==> config.mk <==
export PLATFORM = sky130hd
export DESIGN_NAME = sample_acquisition_az
export DESIGN_NICKNAME = d
export VERILOG_FILES = /design/src/rtl/sample_acquisition_az_pkg.sv /design/src/rtl/sample_acquisition_az_precharge_counter.sv /design/src/rtl/sample_acquisition_az.sv
export SDC_FILE = /design/constraint.sdc
export NUM_CORES = 1
export LEC_CHECK = 0
export ABC_CLOCK_PERIOD_IN_PS = 8800
export CAP_MARGIN = 20
export CORE_MARGIN = 1
export CORE_UTILIZATION = 50
export DETAILED_ROUTE_END_ITERATION = 10
export GPL_ROUTABILITY_DRIVEN = 0
export PLACE_DENSITY = 0.84
export SYNTH_ARGS = -nofsm -noshare
export SYNTH_HDL_FRONTEND = slang
export SYNTH_SLANG_ARGS = --single-unit
==> constraint.sdc <==
create_clock -name clk -period 8.8 [get_ports clk]
set_input_delay 0.88 -clock clk [delete_from_list [all_inputs] [get_ports clk]]
set_output_delay 0.88 -clock clk [all_outputs]
set_load 0.02 [all_outputs]
==> src/rtl/sample_acquisition_az_pkg.sv <==
// Shared definitions for the auto-zero acquisition sequencer: state codes,
// status width and the monitor bus bit layout.
package sample_acquisition_az_pkg;

  localparam int SA_AZ_STATUS_W = 3;

  localparam logic [SA_AZ_STATUS_W-1:0] SA_AZ_IDLE    = 3'd0;
  localparam logic [SA_AZ_STATUS_W-1:0] SA_AZ_PC_HI   = 3'd1;
  localparam logic [SA_AZ_STATUS_W-1:0] SA_AZ_MEAS_HI = 3'd2;
  localparam logic [SA_AZ_STATUS_W-1:0] SA_AZ_PC_LO   = 3'd3;
  localparam logic [SA_AZ_STATUS_W-1:0] SA_AZ_MEAS_LO = 3'd4;

  // Monitor bus layout: {status[7:5], valid[4], trig[3], sw_pc[2], complete[1], 0}
  localparam int SA_AZ_MON_STATUS_LSB = 5;
  localparam int SA_AZ_MON_VALID      = 4;
  localparam int SA_AZ_MON_TRIG       = 3;
  localparam int SA_AZ_MON_SW_PC      = 2;
  localparam int SA_AZ_MON_COMPLETE   = 1;

  function automatic logic sa_az_is_meas(input logic [SA_AZ_STATUS_W-1:0] s);
    return (s == SA_AZ_MEAS_HI) || (s == SA_AZ_MEAS_LO);
  endfunction

  function automatic logic sa_az_is_pc(input logic [SA_AZ_STATUS_W-1:0] s);
    return (s == SA_AZ_PC_HI) || (s == SA_AZ_PC_LO);
  endfunction

endpackage

==> src/rtl/sample_acquisition_az_precharge_counter.sv <==
// Loadable precharge down-counter. A load of N gives a done flag after
// exactly max(N,1) cycles of the owning state.
module sa_precharge_counter #(
  parameter int CNT_W = 24
) (
  input  logic             clk,
  input  logic             reset_n,
  input  logic             load_i,
  input  logic [CNT_W-1:0] count_i,
  input  logic             en_i,
  output logic             done_o
);

  localparam logic [CNT_W-1:0] ONE = {{(CNT_W-1){1'b0}}, 1'b1};

  logic [CNT_W-1:0] cnt_q;
  logic [CNT_W-1:0] cnt_d;

  // Loading N-1 makes the first state cycle count as one; N=0 clamps to 0.
  always_comb begin
    cnt_d = cnt_q;
    if (load_i) begin
      cnt_d = (count_i == '0) ? '0 : count_i - ONE;
    end else if (en_i && (cnt_q != '0)) begin
      cnt_d = cnt_q - ONE;
    end
  end

  always_ff @(posedge clk or negedge reset_n) begin
    if (!reset_n) begin
      cnt_q <= '0;
    end else begin
      cnt_q <= cnt_d;
    end
  end

  assign done_o = (cnt_q == '0);

endmodule

==> src/rtl/sample_acquisition_az.sv <==
// Auto-zero acquisition sequencer: alternates precharged HI and LO
// conversions and pulses meas_complete after each pair.
module sample_acquisition_az
  import sample_acquisition_az_pkg::*;
#(
  parameter int CNT_W   = 24,
  parameter int AZMUX_W = 4
) (
  input  logic                      clk,
  input  logic                      reset_n,
  input  logic                      arm_i,
  input  logic [CNT_W-1:0]          p_clk_count_precharge_i,
  input  logic [AZMUX_W-1:0]        p_azmux_hi_i,
  input  logic [AZMUX_W-1:0]        p_azmux_lo_i,
  input  logic                      adc_measure_valid_i,
  output logic                      adc_measure_trig_o,
  output logic                      sw_pc_ctl_o,
  output logic [AZMUX_W-1:0]        azmux_o,
  output logic                      meas_complete_o,
  output logic [SA_AZ_STATUS_W-1:0] status_o,
  output logic                      last_phase_lo_o,
  output logic                      led0_o,
  output logic [7:0]                monitor_o
);

  logic [SA_AZ_STATUS_W-1:0] state_q, state_d;
  logic [CNT_W-1:0]          n_q, n_d;
  logic [AZMUX_W-1:0]        hi_q, hi_d, lo_q, lo_d;
  logic                      lpl_q, lpl_d;
  logic                      led_q, led_d;
  logic                      trig_q, trig_d;
  logic                      sw_q, sw_d;
  logic                      mc_q, mc_d;
  logic [AZMUX_W-1:0]        az_q, az_d;
  logic [7:0]                mon_q, mon_d;
  logic                      valid_ok;
  logic                      pc_done;
  logic                      pc_load;
  logic                      pc_en;

  // trig_q is high exactly in the first MEAS cycle, so a valid there is dropped.
  assign valid_ok = adc_measure_valid_i && !trig_q;

  always_comb begin
    state_d = state_q;
    n_d     = n_q;
    hi_d    = hi_q;
    lo_d    = lo_q;
    lpl_d   = lpl_q;
    led_d   = led_q;
    mc_d    = 1'b0;
    case (state_q)
      SA_AZ_IDLE: begin
        if (arm_i) begin
          n_d     = p_clk_count_precharge_i;
          hi_d    = p_azmux_hi_i;
          lo_d    = p_azmux_lo_i;
          state_d = SA_AZ_PC_HI;
        end
      end
      SA_AZ_PC_HI: begin
        if (!arm_i)       state_d = SA_AZ_IDLE;
        else if (pc_done) state_d = SA_AZ_MEAS_HI;
      end
      SA_AZ_MEAS_HI: begin
        if (!arm_i) begin
          state_d = SA_AZ_IDLE;
        end else if (valid_ok) begin
          lpl_d   = 1'b0;
          state_d = SA_AZ_PC_LO;
        end
      end
      SA_AZ_PC_LO: begin
        if (!arm_i)       state_d = SA_AZ_IDLE;
        else if (pc_done) state_d = SA_AZ_MEAS_LO;
      end
      SA_AZ_MEAS_LO: begin
        if (!arm_i) begin
          state_d = SA_AZ_IDLE;
        end else if (valid_ok) begin
          lpl_d   = 1'b1;
          mc_d    = 1'b1;
          led_d   = ~led_q;
          state_d = SA_AZ_PC_HI;
        end
      end
      default: state_d = SA_AZ_IDLE;
    endcase
  end

  // Outputs are derived from the next state so the registered copies line up
  // with status_o in the same cycle.
  always_comb begin
    trig_d  = sa_az_is_meas(state_d) && (state_d != state_q);
    sw_d    = sa_az_is_meas(state_d);
    az_d    = ((state_d == SA_AZ_PC_HI) || (state_d == SA_AZ_MEAS_HI)) ? hi_d : lo_d;
    pc_load = sa_az_is_pc(state_d) && (state_d != state_q);
    pc_en   = sa_az_is_pc(state_q);
    mon_d   = {state_d, adc_measure_valid_i, trig_d, sw_d, mc_d, 1'b0};
  end

  sa_precharge_counter #(.CNT_W(CNT_W)) u_pc_cnt (
    .clk     (clk),
    .reset_n (reset_n),
    .load_i  (pc_load),
    .count_i (n_d),
    .en_i    (pc_en),
    .done_o  (pc_done)
  );

  always_ff @(posedge clk or negedge reset_n) begin
    if (!reset_n) begin
      state_q <= SA_AZ_IDLE;
      n_q     <= '0;
      hi_q    <= '0;
      lo_q    <= '0;
      lpl_q   <= 1'b0;
      led_q   <= 1'b0;
      trig_q  <= 1'b0;
      sw_q    <= 1'b0;
      mc_q    <= 1'b0;
      az_q    <= '0;
      mon_q   <= '0;
    end else begin
      state_q <= state_d;
      n_q     <= n_d;
      hi_q    <= hi_d;
      lo_q    <= lo_d;
      lpl_q   <= lpl_d;
      led_q   <= led_d;
      trig_q  <= trig_d;
      sw_q    <= sw_d;
      mc_q    <= mc_d;
      az_q    <= az_d;
      mon_q   <= mon_d;
    end
  end

  assign adc_measure_trig_o = trig_q;
  assign sw_pc_ctl_o        = sw_q;
  assign azmux_o            = az_q;
  assign meas_complete_o    = mc_q;
  assign status_o           = state_q;
  assign last_phase_lo_o    = lpl_q;
  assign led0_o             = led_q;
  assign monitor_o          = mon_q;

endmodule

==> PnR_summary.wiki <==
{| class="wikitable"
! Metric !! Value
|-
| Die X || between 90 and 100 um
|-
| Fraction of final layout cells sized beyond drive strength 1 || 7.40%
|-
| Number of cells upsized or downsized after cts || 0
|-
| Arrival time of data at the critical path endpoint || between 4 and 5 ns
|-
| Number of placement rows || 32
|-
| TritonCTS buffer count || 9
|-
| Total Routed Length || just under 10000 um
|-
| Final hold violation count || 0
|-
| Post-synth net total || around 500
|-
| Number of setup buffers added after CTS || 0
|-
| Critical path required time || around 9.0 ns
|-
| Clock buffer depth || 2
|-
| Commonest non-fill, non-tap cells in the layout || sky130_fd_sc_hd__nand2_1, sky130_fd_sc_hd__dfrtp_1, sky130_fd_sc_hd__clkdlybuf4s50_1, sky130_fd_sc_hd__nor2_1, sky130_fd_sc_hd__nor3_1
|-
| CP top delay family || buffers and inverters
|-
| Worst Setup Slack post-DPL || approximately 4.5 ns
|-
| Run status || completed
|-
| First-pass GRT wire length || about 17000 um
|-
| Most instantiated flip-flop cell in the synthesis netlist || sky130_fd_sc_hd__dfrtp_1
|-
| Maximum vdd ir drop || between 90 and 100 uV
|-
| Register area share after synthesis || a little over two fifths
|-
| CORE AREA || a little under 8000 um^2
|-
| Count of hold-fix buffers inserted at cts || 0
|-
| Relative slew slack || a little over two fifths
|-
| Setup repair after global routing missed its margin || no
|-
| Number of remaining DRC errors || 0
|-
| Footprint of the flip-flops and latches || between 1500 and 2000 um^2
|-
| Maximum frequency from static timing analysis || 254 MHz
|-
| CP max-delay cell || sky130_fd_sc_hd__clkdlybuf4s50_1
|-
| Layout fillers || 677
|-
| CTS tree || yes
|-
| Cell variety after synth || 60
|-
| Crit path setup slack, layout || 4.87 ns
|-
| Final TNS setup || 0 ns
|-
| P&R area growth vs syn || 17.8%
|-
| Via count || 3659
|-
| Count of yosys warnings during synthesis || 0
|-
| Flip-flop and latch count after synthesis || 69
|-
| Number of flops mapped to enable cells by yosys || 0
|-
| Least-Margin Pin Slew || a little under 0.9 ns
|-
| Clock slew seen by the registers of the worst setup and hold paths || 0.08 ns
|-
| Die Area || 8480 um^2
|-
| H-tree depth reported by CTS || 3
|-
| Max capacitance violation total || 0
|-
| Sort of element at the end of the critical path || register
|-
| Clk Latency, worst-skew pair || between 0.3 and 0.4 ns
|-
| Mapped Cells || about 460
|-
| Cell area after technology mapping || just over 4000 um^2
|-
| Most common cell after layout, fill and taps aside || sky130_fd_sc_hd__nand2_1
|-
| Number of global-route vias before repair || between 3000 and 4000
|-
| Startpoint kind of the worst setup timing path || primary input
|-
| Vias per cell || between 6 and 7
|-
| Finished Core Util || ~61%
|-
| Number of antenna violations at the first check in global routing || 0
|-
| Post-detailed-placement half-perimeter wirelength || just over 7000 um
|-
| 1st-pass router iterations || 4
|-
| Post-synth ARST share || 100%
|-
| Cell Chain, Critical Path || clkdlybuf4s50_1 > nor4b_4 > buf_4 > mux2i_1 > ha_1 > o21a_1 > nand3_2 > nand2_1 > o221ai_1
|-
| Class of the most critical hold timing path || register to register
|-
| Starting DRT DRC Count || approximately 280
|-
| Critical-path maximum fanout || 51
|-
| CTS root buffer || sky130_fd_sc_hd__clkbuf_8
|-
| Vertical extent of the die || about 90 um
|-
| Total GRT Usage || 25.2%
|-
| Leakage component of the power || 1.94 nW
|-
| Final nets || approximately 530
|-
| Total power divided by cell area || approximately 190 nW/um^2
|-
| PortBufs || 54
|-
| Mean instance size in the synthesized netlist || 8.88 um^2
|-
| Maximum number of pins on one net before global-route repair || 70
|-
| Final clock period utilization by the worst path || 44.7%
|-
| Shortest clock period the worst path allows after layout || between 3 and 4 ns
|-
| Final setup violation count || 0
|-
| Worst clock skew || between 0.008 and 0.009 ns
|-
| Boundary pin count || 56
|-
| Worst hold margin || 0.473 ns
|-
| Total inserted antenna cells || 0
|-
| Final max-slew violation count || 0
|-
| Wire length per cell after detailed routing || 16.4 um
|-
| Leftover overflow at the end of global routing || 0
|-
| Area taken by multi-input logic gates || approximately 2100 um^2
|-
| Count of buffering cells on the critical path with inverters included || 2
|-
| Type of the worst setup path || primary input to register
|-
| Count of antenna-violating nets left after detailed routing || 0
|-
| Num Clock Sinks || 69
|-
| Delay of the slowest critical-path stage || 0.64 ns
|-
| Starting density of the core || 52.0%
|}
through the flow:
step | total power (W) | instances | area, um^2
4_1_cts | 0.000911 | 602 | 4780
5_1_grt | 0.000960 | 602 | 4780
6_report | 0.000911 | 602 | 4780
3_3_place_gp | 0.000636 | 587 | 4580
2_1_floorplan | 0.000567 | 457 | 4060
3_5_place_dp | 0.000646 | 587 | 4580
power by group:
part	switching [W]	internal (W)
registers	0.0000526	0.000371
clock network	0.000121	0.000144
logic	0.000126	0.0000973
state kept, by name (all words and copies together) (netlist names):
| name | count |
|---|---|
| led0_o | 1 |
| azmux_o | 4 |
| u_pc_cnt.cnt_q | 24 |
| hi_q | 4 |
| status_o | 2 |
| n_q | 24 |
| lo_q | 4 |
| last_phase_lo_o | 1 |
| monitor_o | 5 |
layout make-up:
class,instances,share of cell area (%)
tap,102,2.67
multi-input combinational,346,44.4
sequential,69,36.1
clock buffer,11,3.17
inverter,14,1.10
timing repair buffer,56,11.5
clock inverter,4,0.995
cells in the mapped netlist, types with 3 or more instances:
master	n	area [um^2]
sky130_fd_sc_hd__mux2i_1	10	100
sky130_fd_sc_hd__xor2_1	14	123
sky130_fd_sc_hd__nand4_1	3	18.8
sky130_fd_sc_hd__buf_4	8	60.1
sky130_fd_sc_hd__nor3_1	23	115
sky130_fd_sc_hd__o21ai_1	3	15.0
sky130_fd_sc_hd__xnor2_1	18	158
sky130_fd_sc_hd__clkbuf_1	9	33.8
sky130_fd_sc_hd__o21a_1	6	45.0
sky130_fd_sc_hd__a21oi_1	9	45.0
sky130_fd_sc_hd__o211ai_1	5	37.5
sky130_fd_sc_hd__nand2_1	93	349
sky130_fd_sc_hd__o221ai_1	7	61.3
sky130_fd_sc_hd__nor2b_1	3	18.8
sky130_fd_sc_hd__nor2_1	31	116
sky130_fd_sc_hd__nor4_1	19	119
sky130_fd_sc_hd__nand3_1	9	45.0
sky130_fd_sc_hd__o21ai_0	11	55.1
sky130_fd_sc_hd__or3_1	11	68.8
sky130_fd_sc_hd__or4_1	12	90.1
sky130_fd_sc_hd__mux2_2	5	56.3
sky130_fd_sc_hd__inv_1	14	52.6
sky130_fd_sc_hd__buf_6	3	33.8
sky130_fd_sc_hd__buf_2	6	30.0
sky130_fd_sc_hd__o22ai_1	9	56.3
sky130_fd_sc_hd__dfrtp_1	69	1730
final timing paths:
kind	from	end	slack [ns]	cells after the start
max in group asynchronous	reset_n	n_q[9]	7.51	2
worst min register to register	led0_o	led0_o	0.47	1
worst min-delay path	led0_o	led0_o	0.47	1
worst max-delay path	arm_i	u_pc_cnt.cnt_q[1]	4.87	9
min in group asynchronous	reset_n	u_pc_cnt.cnt_q[21]	0.73	2
worst max register to register	monitor_o[7]	u_pc_cnt.cnt_q[1]	5.43	8
layer usage:
metal | up-vias | track usage, % | routed length (um)
met1 | 1779 | 36.4 | 4500
li1 | 1706 | - | -
met4 | 0 | 7.94 | 164
met5 | - | 0 | 0
met3 | 16 | 4.89 | 656
met2 | 158 | 38.0 | 4570
logic make-up (layout without fill, tap and decap cells):
logic type      Yosys count  in the layout  share of synthesized area, %
flops                    69             69                          42.6
xor+xnor                 32             32                          6.91
buf+inv                  42             85                          5.37
fa+ha+maj                 3              3                         0.863
mux                      16             16                          4.13
simple gates            226            226                          28.0
compound gates           68             68                          12.1
other cells               1              1                        0.0924
(Power assumes the default switching activity.)
